<file path="src/rtl/hdmi_video_timing_pkg.sv">
// Shared raster/format definitions for the ADV7513 video path: timing presets,
// FSM encoding and the transmitter input format agreed with the I2C init block.
package hdmi_video_timing_pkg;

  localparam int unsigned STATE_W = 1;

  typedef enum logic [STATE_W-1:0] {
    ST_IDLE = 1'b0,
    ST_RUN  = 1'b1
  } state_e;

  // ADV7513 input ID 0: 24-bit RGB 4:4:4 with separate HS/VS/DE
  localparam int unsigned ADV7513_RGB_W    = 24;
  localparam logic [3:0]  ADV7513_INPUT_ID = 4'h0;

  typedef struct packed {
    logic [15:0] h_active;
    logic [15:0] h_fp;
    logic [15:0] h_sync;
    logic [15:0] h_bp;
    logic [15:0] v_active;
    logic [15:0] v_fp;
    logic [15:0] v_sync;
    logic [15:0] v_bp;
    logic        hs_pol;
    logic        vs_pol;
  } timing_preset_t;

  localparam timing_preset_t PRESET_640X480_60 = '{
    h_active: 16'd640,  h_fp: 16'd16, h_sync: 16'd96, h_bp: 16'd48,
    v_active: 16'd480,  v_fp: 16'd10, v_sync: 16'd2,  v_bp: 16'd33,
    hs_pol:   1'b0,     vs_pol: 1'b0
  };

  localparam timing_preset_t PRESET_1280X720_60 = '{
    h_active: 16'd1280, h_fp: 16'd110, h_sync: 16'd40, h_bp: 16'd220,
    v_active: 16'd720,  v_fp: 16'd5,   v_sync: 16'd5,  v_bp: 16'd20,
    hs_pol:   1'b1,     vs_pol: 1'b1
  };

  localparam timing_preset_t PRESET_1920X1080_60 = '{
    h_active: 16'd1920, h_fp: 16'd88, h_sync: 16'd44, h_bp: 16'd148,
    v_active: 16'd1080, v_fp: 16'd4,  v_sync: 16'd5,  v_bp: 16'd36,
    hs_pol:   1'b1,     vs_pol: 1'b1
  };

  function automatic int unsigned axis_total(input int unsigned active,
                                             input int unsigned fp,
                                             input int unsigned sync,
                                             input int unsigned bp);
    return active + fp + sync + bp;
  endfunction

endpackage

</file>
<file path="src/rtl/hdmi_video_timing_if.sv">
// Pixel-request / video-pin bundle between the frame source, the timing
// generator and the ADV7513 parallel input.
interface hdmi_video_timing_if
  import hdmi_video_timing_pkg::*;
#(
  parameter int unsigned CW = 12
);
  logic                     enable;
  logic [ADV7513_RGB_W-1:0] rgb_in;
  logic                     pix_req;
  logic [CW-1:0]            pix_x;
  logic [CW-1:0]            pix_y;
  logic [ADV7513_RGB_W-1:0] hdmi_d;
  logic                     hdmi_de;
  logic                     hdmi_hs;
  logic                     hdmi_vs;
  logic                     frame_start;
  logic                     running;

  modport master (
    input  enable, rgb_in,
    output pix_req, pix_x, pix_y, hdmi_d, hdmi_de, hdmi_hs, hdmi_vs,
           frame_start, running
  );

  modport slave (
    output enable, rgb_in,
    input  pix_req, pix_x, pix_y, hdmi_d, hdmi_de, hdmi_hs, hdmi_vs,
           frame_start, running
  );
endinterface

</file>
<file path="src/rtl/hdmi_video_timing_sync_axis_counter.sv">
// One raster axis: wrapping position counter with active and sync window decode.
// Layout along the axis is active, front porch, sync, back porch.
module sync_axis_counter
  import hdmi_video_timing_pkg::*;
#(
  parameter int unsigned ACTIVE = 640,
  parameter int unsigned FP     = 16,
  parameter int unsigned SYNC   = 96,
  parameter int unsigned BP     = 48,
  parameter int unsigned CW     = 12
) (
  input  logic          clk,
  input  logic          rst,
  input  logic          clr_i,
  input  logic          inc_i,
  output logic [CW-1:0] cnt_o,
  output logic          end_o,
  output logic          active_o,
  output logic          sync_o
);

  localparam int unsigned TOTAL      = axis_total(ACTIVE, FP, SYNC, BP);
  localparam int unsigned SYNC_START = ACTIVE + FP;
  localparam int unsigned SYNC_END   = SYNC_START + SYNC;

  logic [CW-1:0] cnt_q, cnt_d;

  assign end_o    = (cnt_q == CW'(TOTAL - 1));
  assign active_o = (cnt_q < CW'(ACTIVE));
  assign sync_o   = (cnt_q >= CW'(SYNC_START)) && (cnt_q < CW'(SYNC_END));
  assign cnt_o    = cnt_q;

  // wrap by explicit compare so non-power-of-two totals work
  always_comb begin
    cnt_d = cnt_q;
    if (clr_i) begin
      cnt_d = CW'(0);
    end else if (inc_i) begin
      cnt_d = end_o ? CW'(0) : cnt_q + CW'(1);
    end
  end

  always_ff @(posedge clk or posedge rst) begin
    if (rst) begin
      cnt_q <= CW'(0);
    end else begin
      cnt_q <= cnt_d;
    end
  end

endmodule

</file>
<file path="src/rtl/hdmi_video_timing.sv">
// Raster timing generator and registered pixel stage for the ADV7513 input.
// Requests pixels by X/Y one cycle ahead of driving them onto the pins.
module hdmi_video_timing
  import hdmi_video_timing_pkg::*;
#(
  parameter int unsigned H_ACTIVE = 32'(PRESET_640X480_60.h_active),
  parameter int unsigned H_FP     = 32'(PRESET_640X480_60.h_fp),
  parameter int unsigned H_SYNC   = 32'(PRESET_640X480_60.h_sync),
  parameter int unsigned H_BP     = 32'(PRESET_640X480_60.h_bp),
  parameter int unsigned V_ACTIVE = 32'(PRESET_640X480_60.v_active),
  parameter int unsigned V_FP     = 32'(PRESET_640X480_60.v_fp),
  parameter int unsigned V_SYNC   = 32'(PRESET_640X480_60.v_sync),
  parameter int unsigned V_BP     = 32'(PRESET_640X480_60.v_bp),
  parameter bit          HS_POL   = PRESET_640X480_60.hs_pol,
  parameter bit          VS_POL   = PRESET_640X480_60.vs_pol,
  parameter int unsigned CW       = 12
) (
  input  logic                 clk,
  input  logic                 reset,
  hdmi_video_timing_if.master  vif
);

  state_e        state_q, state_d;
  logic          run;
  logic [CW-1:0] h_cnt, v_cnt;
  logic          h_end, h_act, h_sync;
  logic          v_end, v_act, v_sync;
  logic          pix_req_c;

  logic [ADV7513_RGB_W-1:0] d_q, d_d;
  logic de_q, de_d, hs_q, hs_d, vs_q, vs_d, fs_q, fs_d;

  assign run = (state_q == ST_RUN);

  always_ff @(posedge clk or posedge reset) begin
    if (reset) begin
      state_q <= ST_IDLE;
    end else begin
      state_q <= state_d;
    end
  end

  // enable is only honoured at a frame boundary once running
  always_comb begin
    state_d = state_q;
    case (state_q)
      ST_IDLE: if (vif.enable) state_d = ST_RUN;
      ST_RUN:  if (h_end && v_end && !vif.enable) state_d = ST_IDLE;
      default: state_d = ST_IDLE;
    endcase
  end

  sync_axis_counter #(
    .ACTIVE(H_ACTIVE), .FP(H_FP), .SYNC(H_SYNC), .BP(H_BP), .CW(CW)
  ) u_h_axis (
    .clk     (clk),
    .rst     (reset),
    .clr_i   (!run),
    .inc_i   (run),
    .cnt_o   (h_cnt),
    .end_o   (h_end),
    .active_o(h_act),
    .sync_o  (h_sync)
  );

  // V advances on the H wrap, so VS edges land on h=0
  sync_axis_counter #(
    .ACTIVE(V_ACTIVE), .FP(V_FP), .SYNC(V_SYNC), .BP(V_BP), .CW(CW)
  ) u_v_axis (
    .clk     (clk),
    .rst     (reset),
    .clr_i   (!run),
    .inc_i   (run && h_end),
    .cnt_o   (v_cnt),
    .end_o   (v_end),
    .active_o(v_act),
    .sync_o  (v_sync)
  );

  assign pix_req_c   = run && h_act && v_act;
  assign vif.pix_req = pix_req_c;
  assign vif.pix_x   = h_cnt;
  assign vif.pix_y   = v_cnt;
  assign vif.running = run;

  always_comb begin
    de_d = pix_req_c;
    d_d  = pix_req_c ? vif.rgb_in : '0;
    hs_d = (run && h_sync) ? HS_POL : ~HS_POL;
    vs_d = (run && v_sync) ? VS_POL : ~VS_POL;
    fs_d = run && (h_cnt == CW'(0)) && (v_cnt == CW'(0));
  end

  always_ff @(posedge clk or posedge reset) begin
    if (reset) begin
      de_q <= 1'b0;
      d_q  <= '0;
      hs_q <= ~HS_POL;
      vs_q <= ~VS_POL;
      fs_q <= 1'b0;
    end else begin
      de_q <= de_d;
      d_q  <= d_d;
      hs_q <= hs_d;
      vs_q <= vs_d;
      fs_q <= fs_d;
    end
  end

  assign vif.hdmi_de     = de_q;
  assign vif.hdmi_d      = d_q;
  assign vif.hdmi_hs     = hs_q;
  assign vif.hdmi_vs     = vs_q;
  assign vif.frame_start = fs_q;

endmodule

</file>
<file path="src/flat_wrapper.sv">
// flat-port wrapper written by rule: the top's interface ports become plain ports
module hdmi_video_timing_flat import hdmi_video_timing_pkg::*;
#(
  parameter int unsigned H_ACTIVE = 32'(PRESET_640X480_60.h_active),
  parameter int unsigned H_FP     = 32'(PRESET_640X480_60.h_fp),
  parameter int unsigned H_SYNC   = 32'(PRESET_640X480_60.h_sync),
  parameter int unsigned H_BP     = 32'(PRESET_640X480_60.h_bp),
  parameter int unsigned V_ACTIVE = 32'(PRESET_640X480_60.v_active),
  parameter int unsigned V_FP     = 32'(PRESET_640X480_60.v_fp),
  parameter int unsigned V_SYNC   = 32'(PRESET_640X480_60.v_sync),
  parameter int unsigned V_BP     = 32'(PRESET_640X480_60.v_bp),
  parameter bit          HS_POL   = PRESET_640X480_60.hs_pol,
  parameter bit          VS_POL   = PRESET_640X480_60.vs_pol,
  parameter int unsigned CW       = 12
)
  (clk, reset, vif_enable, vif_rgb_in, vif_pix_req, vif_pix_x, vif_pix_y, vif_hdmi_d, vif_hdmi_de, vif_hdmi_hs, vif_hdmi_vs, vif_frame_start, vif_running);
  hdmi_video_timing_if #(.CW(CW)) vif_i ();
  input  logic clk;
  input  logic reset;
  input wire logic [$bits(vif_i.enable)-1:0] vif_enable;
  input wire logic [$bits(vif_i.rgb_in)-1:0] vif_rgb_in;
  output wire logic [$bits(vif_i.pix_req)-1:0] vif_pix_req;
  output wire logic [$bits(vif_i.pix_x)-1:0] vif_pix_x;
  output wire logic [$bits(vif_i.pix_y)-1:0] vif_pix_y;
  output wire logic [$bits(vif_i.hdmi_d)-1:0] vif_hdmi_d;
  output wire logic [$bits(vif_i.hdmi_de)-1:0] vif_hdmi_de;
  output wire logic [$bits(vif_i.hdmi_hs)-1:0] vif_hdmi_hs;
  output wire logic [$bits(vif_i.hdmi_vs)-1:0] vif_hdmi_vs;
  output wire logic [$bits(vif_i.frame_start)-1:0] vif_frame_start;
  output wire logic [$bits(vif_i.running)-1:0] vif_running;
  assign vif_i.enable = vif_enable;
  assign vif_i.rgb_in = vif_rgb_in;
  assign vif_pix_req = vif_i.pix_req;
  assign vif_pix_x = vif_i.pix_x;
  assign vif_pix_y = vif_i.pix_y;
  assign vif_hdmi_d = vif_i.hdmi_d;
  assign vif_hdmi_de = vif_i.hdmi_de;
  assign vif_hdmi_hs = vif_i.hdmi_hs;
  assign vif_hdmi_vs = vif_i.hdmi_vs;
  assign vif_frame_start = vif_i.frame_start;
  assign vif_running = vif_i.running;
  hdmi_video_timing #(.H_ACTIVE(H_ACTIVE), .H_FP(H_FP), .H_SYNC(H_SYNC), .H_BP(H_BP), .V_ACTIVE(V_ACTIVE), .V_FP(V_FP), .V_SYNC(V_SYNC), .V_BP(V_BP), .HS_POL(HS_POL), .VS_POL(VS_POL), .CW(CW)) u_core (.clk(clk), .reset(reset), .vif(vif_i));
endmodule
</file>
<file path="config.mk">
export PLATFORM = sky130hd
export DESIGN_NAME = hdmi_video_timing_flat
export DESIGN_NICKNAME = d
export VERILOG_FILES = /design/src/rtl/hdmi_video_timing_pkg.sv /design/src/rtl/hdmi_video_timing_if.sv /design/src/rtl/hdmi_video_timing_sync_axis_counter.sv /design/src/rtl/hdmi_video_timing.sv /design/src/flat_wrapper.sv
export SDC_FILE = /design/constraint.sdc
export NUM_CORES = 1
export LEC_CHECK = 0
export BUFFER_PORTS_ARGS = -buffer_cell sky130_fd_sc_hd__buf_4
export CAP_MARGIN = 10
export CORE_MARGIN = 2
export CORE_UTILIZATION = 33
export CTS_CLUSTER_DIAMETER = 120
export DETAILED_ROUTE_END_ITERATION = 7
export HOLD_SLACK_MARGIN = 0.02
export PLACE_DENSITY = 0.59
export SLEW_MARGIN = 20
export SYNTH_ARGS = -nofsm -noshare
export SYNTH_HDL_FRONTEND = slang
export SYNTH_SLANG_ARGS = --single-unit
export TNS_END_PERCENT = 10
</file>
<file path="constraint.sdc">
create_clock -name clk -period 4.5 [get_ports clk]
set_clock_uncertainty 0.15 [all_clocks]
set_input_delay 0.225 -clock clk [delete_from_list [all_inputs] [get_ports clk]]
set_output_delay 0.225 -clock clk [all_outputs]
set_load 0.01 [all_outputs]
</file>
# Word-level counts from Yosys, hierarchy flattened
# Index checks and enable logic that the tools add are counted.
# classes
add_sub_neg	2
mul	0
div	0
magnitude_cmp	6
eq_ne	3
shift	0
muxes	11
bitwise	1
reduce_logical	14
# ops
op	n
2-to-1 mux 12 bit	5
adder 12 x 1 -> 12 bit (second input constant)	2
== test 12 x 10 -> 1 bit (second input constant)	2
logical NOT 12 bit	2
less-than comparator 12 x 10 -> 1 bit (second input constant)	2
less-than comparator 12 x 9 -> 1 bit (second input constant)	2
2-to-1 mux 24 bit	1
>= comparator 12 x 10 -> 1 bit (second input constant)	1
>= comparator 12 x 9 -> 1 bit (second input constant)	1
logical AND 1 bit	11
2-to-1 mux 1 bit	4
inequality test 2 bit (second input constant)	1
case mux 1 bit (2 select lines)	1
logical NOT 1 bit	1
NOT 1 bit	1
# word_totals
reg_bits	53
latch_bits	0
ram_bits	0
mem_bits_ro	0
inputBits	27
out_inout_bits	54
elab_cells	45
memories	0

# Logic depth before layout (Yosys ltp)
# depth
ltp_word	5
ltp_mapped	6
mapped_depth_nobuf	6

# Modules after synthesis
# A second synthesis with hierarchy kept.
# hier_totals
cells_unflattened	229
hier_area_um2	2457.4
# modules_own_cells
module	instances	cells_per_inst	area_per_inst_um2	seq_area_each_um2
hdmi_video_timing	1	73	1022.2	728.2
sync_axis_counter (u_core.u_v_axis)	1	77	725.7	300.3
sync_axis_counter (u_core.u_h_axis)	1	79	709.4	300.3

# Least setup slack after synthesis
# Ideal clock, no wire load.
# synth_path
path_kind	flip-flop to flip-flop
from	reg u_core.u_h_axis.cnt_q[0], in the netlist u_core.u_h_axis.cnt_o[0]
to	reg u_core.u_v_axis.cnt_q[10], in the netlist u_core.u_v_axis.cnt_o[10]
setup_ns	0.083
arrival_time_ns	1.928
required_ns	4.267
slack_ns	2.339
stages_incl_launch_ff	6
n_path_buf	0
synth_period_minus_slack_ns	2.161
cell_sequence	dfrtp_1 ha_1 nand4_1 o41a_1 or4_1 o21ai_0
# synth_between
elab_chain_len	3
# synth_rtl
item	line_no	source
start, declared	hdmi_video_timing_sync_axis_counter.sv:26	logic [CW-1:0] cnt_q, cnt_d;
start signal, assigned	hdmi_video_timing_sync_axis_counter.sv:47	cnt_q <= cnt_d;
== test 12 x 10 -> 1 bit	hdmi_video_timing_sync_axis_counter.sv:28	assign end_o = (cnt_q == CW'(TOTAL - 1));
logical AND 1 bit	hdmi_video_timing.sv:73	.inc_i (run && h_end),
inequality test 2 bit (no line)	n/a	
end signal, assigned	hdmi_video_timing_sync_axis_counter.sv:47	
end, declared	hdmi_video_timing_sync_axis_counter.sv:26	
# No other way between the ends.
# A chain may end at the register's enable or synchronous reset.

# Worst setup path in the final report
# layout_path
from	reg u_core.state_q, in the netlist u_core.vif.running
to	out vif_pix_req
# layout_between
elab_chain_len	2
# layout_rtl
item	line_no	source
start, declared	hdmi_video_timing.sv:23	state_e state_q, state_d;
start signal, assigned	hdmi_video_timing.sv:39	state_q <= state_d;
logical AND 1 bit (2 in a row)	hdmi_video_timing.sv:80	assign pix_req_c = run && h_act && v_act;
end, declared	flat_wrapper.sv:22	output wire logic [$bits(vif_i.pix_req)-1:0] vif_pix_req;
# No other way between the ends.

==> run summary <==
Logic synthesis
* Post-synth top cells: sky130_fd_sc_hd__dfrtp_1 (51), sky130_fd_sc_hd__and2_1 (25), sky130_fd_sc_hd__nor2_1 (14)
* post-synth top area cell: sky130_fd_sc_hd__dfrtp_1
* Primary FF master, synth: sky130_fd_sc_hd__dfrtp_1
* number of enable-type register cells in the synthesized netlist: 0
* post-synthesis cell count: 213
* portion of the post-synthesis area used by sequential elements: 57.1%
* net count of the mapped netlist: 244
* dominant cell by count in the synthesized netlist: sky130_fd_sc_hd__dfrtp_1
* number of warnings issued by yosys: 0
* Post-Synthesis Mean Instance Area: 10.9 um^2
* number of synthesized register bits: 53
* post-synthesis cell area: 0.00233 mm^2
* largest cells by area after synthesis: sky130_fd_sc_hd__dfrtp_1 (55%), sky130_fd_sc_hd__and2_1 (6.7%), sky130_fd_sc_hd__xnor2_1 (2.6%)
* Synth cell types: 42
* share of the synthesized area in the top cell type: 54.8%
* Synth async-reset ratio: 100%

Timing
* Final period util: 67.4%
* PnR worst setup slack: 1470 ps
* accumulated negative setup slack: 0 ps
* time the worst path needs with I/O delays and setup: 3030 ps
* count of pins over their slew limit: 0
* timing-limited maximum frequency: 330 MHz
* actual slew at the worst max-slew pin: 940 ps
* setup repair after global routing missed its margin: no
* Final setup viols: 0
* worst slew margin relative to its limit: 37.1%
* final hold violations: 0

Die
* height of the die: 88 um
* die area: 0.00774 mm^2
* Top Ports: 81
* area of the placeable core: 0.00679 mm^2
* initial standard-cell utilization of the core: 34.3%
* row count: 30
* x dimension of the die: 88 um

Setup path
* endpoint required time on the critical path: 4120 ps
* type of origin of the critical path: flip-flop
* Worst R2R Setup Slack: 1940 ps
* Max stage delay on crit path: 810 ps
* CP max FO: 26
* Worst setup startpoint: u_core.vif.running
* Arr. time, crit path: 2660 ps
* cell type of the slowest stage on the worst timing path: sky130_fd_sc_hd__nor4b_4
* critical path, cell by cell: or4b_2, nor4b_4, buf_4
* startpoint of the most critical register-to-register path: u_core.vif.running
* destination of the worst register-to-register timing path: u_core.vif.hdmi_d[7]
* Setup CP Type: flip-flop to output port
* Crit path max-delay family: simple AND/OR/NAND/NOR gates
* combined buffer and inverter count along the critical path: 1
* endpoint class of the critical path: output port
* Register-to-Register Path Depth: 3

Power
* Power per Cell Area: 266 mW/mm^2
* Leakage Power: 1.58 nW
* peak supply drop: 0.162 mV
* total power consumption of the routed design: 0.904 mW

Clocking
* CTS Buffer Depth: 2
* number of instances resized during post-cts repair: 0
* source-to-sink clock delay at the later pin of the worst-skew pair: 310 ps
* TritonCTS clock tree: yes
* clock slew seen by the registers of the worst setup and hold paths: 100 ps
* total number of H-tree levels: 2
* TritonCTS buffer count: 5
* Clock Sink Count: 53
* clock root buffer master: sky130_fd_sc_hd__clkbuf_8

Finish
* fraction of final layout cells sized beyond drive strength 1: 31.3%
* Util after Layout: 50.1%
* post-route cell area: 0.00340 mm^2
* total number of nets in the final design: 350
* antenna cell count: 0
* layout overhead on the synthesized area: 46.1%

Placed design
* worst slack at placement: 1770 ps
* input/output buffers: 80
* half-perimeter wire length of the detailed placement result: 3920 um
* gpl congestion: 0.821
* placement-stage cell area: 0.00303 mm^2

GRT
* number of antenna violations at the first check in global routing: 0
* global-route wire length before repair: 9720 um
* aggregate global-route resource usage: 16.1%
* via count of the first global-routing pass: 1989
* maximum number of pins on one net before global-route repair: 54
* Congestion Overflow GR: 0

Drt
* detail-routed net length per standard cell: 13.9 um
* Final ANT Viol Nets: 0
* aggregate routed wire length: 5770 um
* vias after detailed routing: 1993
* number of vias per cell: 4.79
* number of violations reported at the end of detailed-routing iteration 0: 86
* Remaining DRCs: 0
* DRT Pass-1 Iters: 4

Worst hold path
* Hold Path Depth: 1
* Worst Hold Class: flip-flop to flip-flop
* critical hold path startpoint: u_core.u_h_axis.cnt_o[0]
* Hold Crit Endpoint: u_core.u_h_axis.cnt_o[0]

Run status
* outcome: finished clean

Job
* number of maximum-capacitance violations: 0

[power by group]
group / internal (mW) / total [mW] / switching (mW)
registers: 0.487 / 0.490 / 0.00285
logic: 0.0477 / 0.0759 / 0.0283
clock network: 0.170 / 0.338 / 0.168
total: 0.704 / 0.904 / 0.199
[how the worst max path moves through the flow]
stage	depth (start not counted)	slack [ps]	to
finish	3	1470	vif_pix_req
global route	3	1200	vif_pix_req
CTS	3	1400	vif_pix_req
detailed placement	3	1770	vif_pix_req
global placement	3	1820	vif_pix_req
floorplan	5	2340	u_core.u_v_axis.cnt_o[10]
[metal layers]
layer,GRT usage (%),up-vias,part of all wire (%)
li1,-,956,-
met1,20.0,933,42
met2,24.7,95,44
met3,8.29,9,12
met4,4.76,0,1.4
met5,0,-,0
[state kept, by name, indices dropped and copies added, names as in the netlist]
name	cells
u_core.u_h_axis.cnt_o	12
u_core.u_v_axis.cnt_o	12
u_core.vif.frame_start	1
u_core.vif.hdmi_d	24
u_core.vif.hdmi_de	1
u_core.vif.hdmi_hs	1
u_core.vif.hdmi_vs	1
u_core.vif.running	1
[cell usage in the layout, fill, tap and decap left out, types with 2 or more instances in the layout]
cell / netlist / layout
sky130_fd_sc_hd__buf_4: 0 / 82
sky130_fd_sc_hd__inv_1: 10 / 9
sky130_fd_sc_hd__a41o_1: 2 / 2
sky130_fd_sc_hd__dfrtp_1: 51 / 51
sky130_fd_sc_hd__and3_1: 5 / 5
sky130_fd_sc_hd__or3_1: 6 / 6
sky130_fd_sc_hd__ha_1: 4 / 4
sky130_fd_sc_hd__clkbuf_8: 0 / 5
sky130_fd_sc_hd__nor3_1: 5 / 5
sky130_fd_sc_hd__nand4b_1: 3 / 3
sky130_fd_sc_hd__and4_1: 2 / 2
sky130_fd_sc_hd__nand4_1: 5 / 5
sky130_fd_sc_hd__inv_6: 0 / 2
sky130_fd_sc_hd__nor2b_1: 2 / 2
sky130_fd_sc_hd__a22o_1: 2 / 2
sky130_fd_sc_hd__dfstp_2: 2 / 2
sky130_fd_sc_hd__dlygate4sd3_1: 0 / 26
sky130_fd_sc_hd__nand2_1: 8 / 8
sky130_fd_sc_hd__or4_1: 3 / 3
sky130_fd_sc_hd__and2_1: 25 / 25
sky130_fd_sc_hd__nand3_1: 8 / 8
sky130_fd_sc_hd__xnor2_1: 7 / 7
sky130_fd_sc_hd__nor2_1: 14 / 14
sky130_fd_sc_hd__o21ai_0: 10 / 10
sky130_fd_sc_hd__nor4_1: 4 / 4
sky130_fd_sc_hd__a21oi_1: 8 / 8
sky130_fd_sc_hd__xor2_1: 2 / 2
[what timing repair did]
action	4_1_cts	5_1_grt
setup endpoints to repair	0	0
hold buffers	26	0
hold endpoints to repair	76	0
setup buffers	0	0
[per-stage QoR]
| step | instances | hold WS, ps |
|---|---|---|
| floorplan | 213 | 183 |
| global placement | 382 | 268 |
| detailed placement | 382 | 270 |
| CTS | 416 | 388 |
| global route | 416 | 424 |
| finish | 416 | 386 |
[cell type report]
class / instances / area, um^2
fill: 615 / 3390
multi-input combinational: 141 / 923
clock buffer: 5 / 68.8
clock inverter: 3 / 47.5
inverter: 10 / 37.5
timing repair buffer: 108 / 876
sequential: 53 / 1330
tap: 96 / 120
[logic make-up after synthesis]
| group | after synthesis | synth area share, % |
|---|---|---|
| and+or+nand+nor | 98 | 25.4 |
| DFF | 53 | 57.1 |
| AOI/OAI and AO/OA | 30 | 8.71 |
| buffers and inverters | 19 | 3.28 |
| xor gates and xnor gates | 9 | 3.39 |
| adders and majority gates | 4 | 2.15 |
Power figures use the tool's default switching activity.
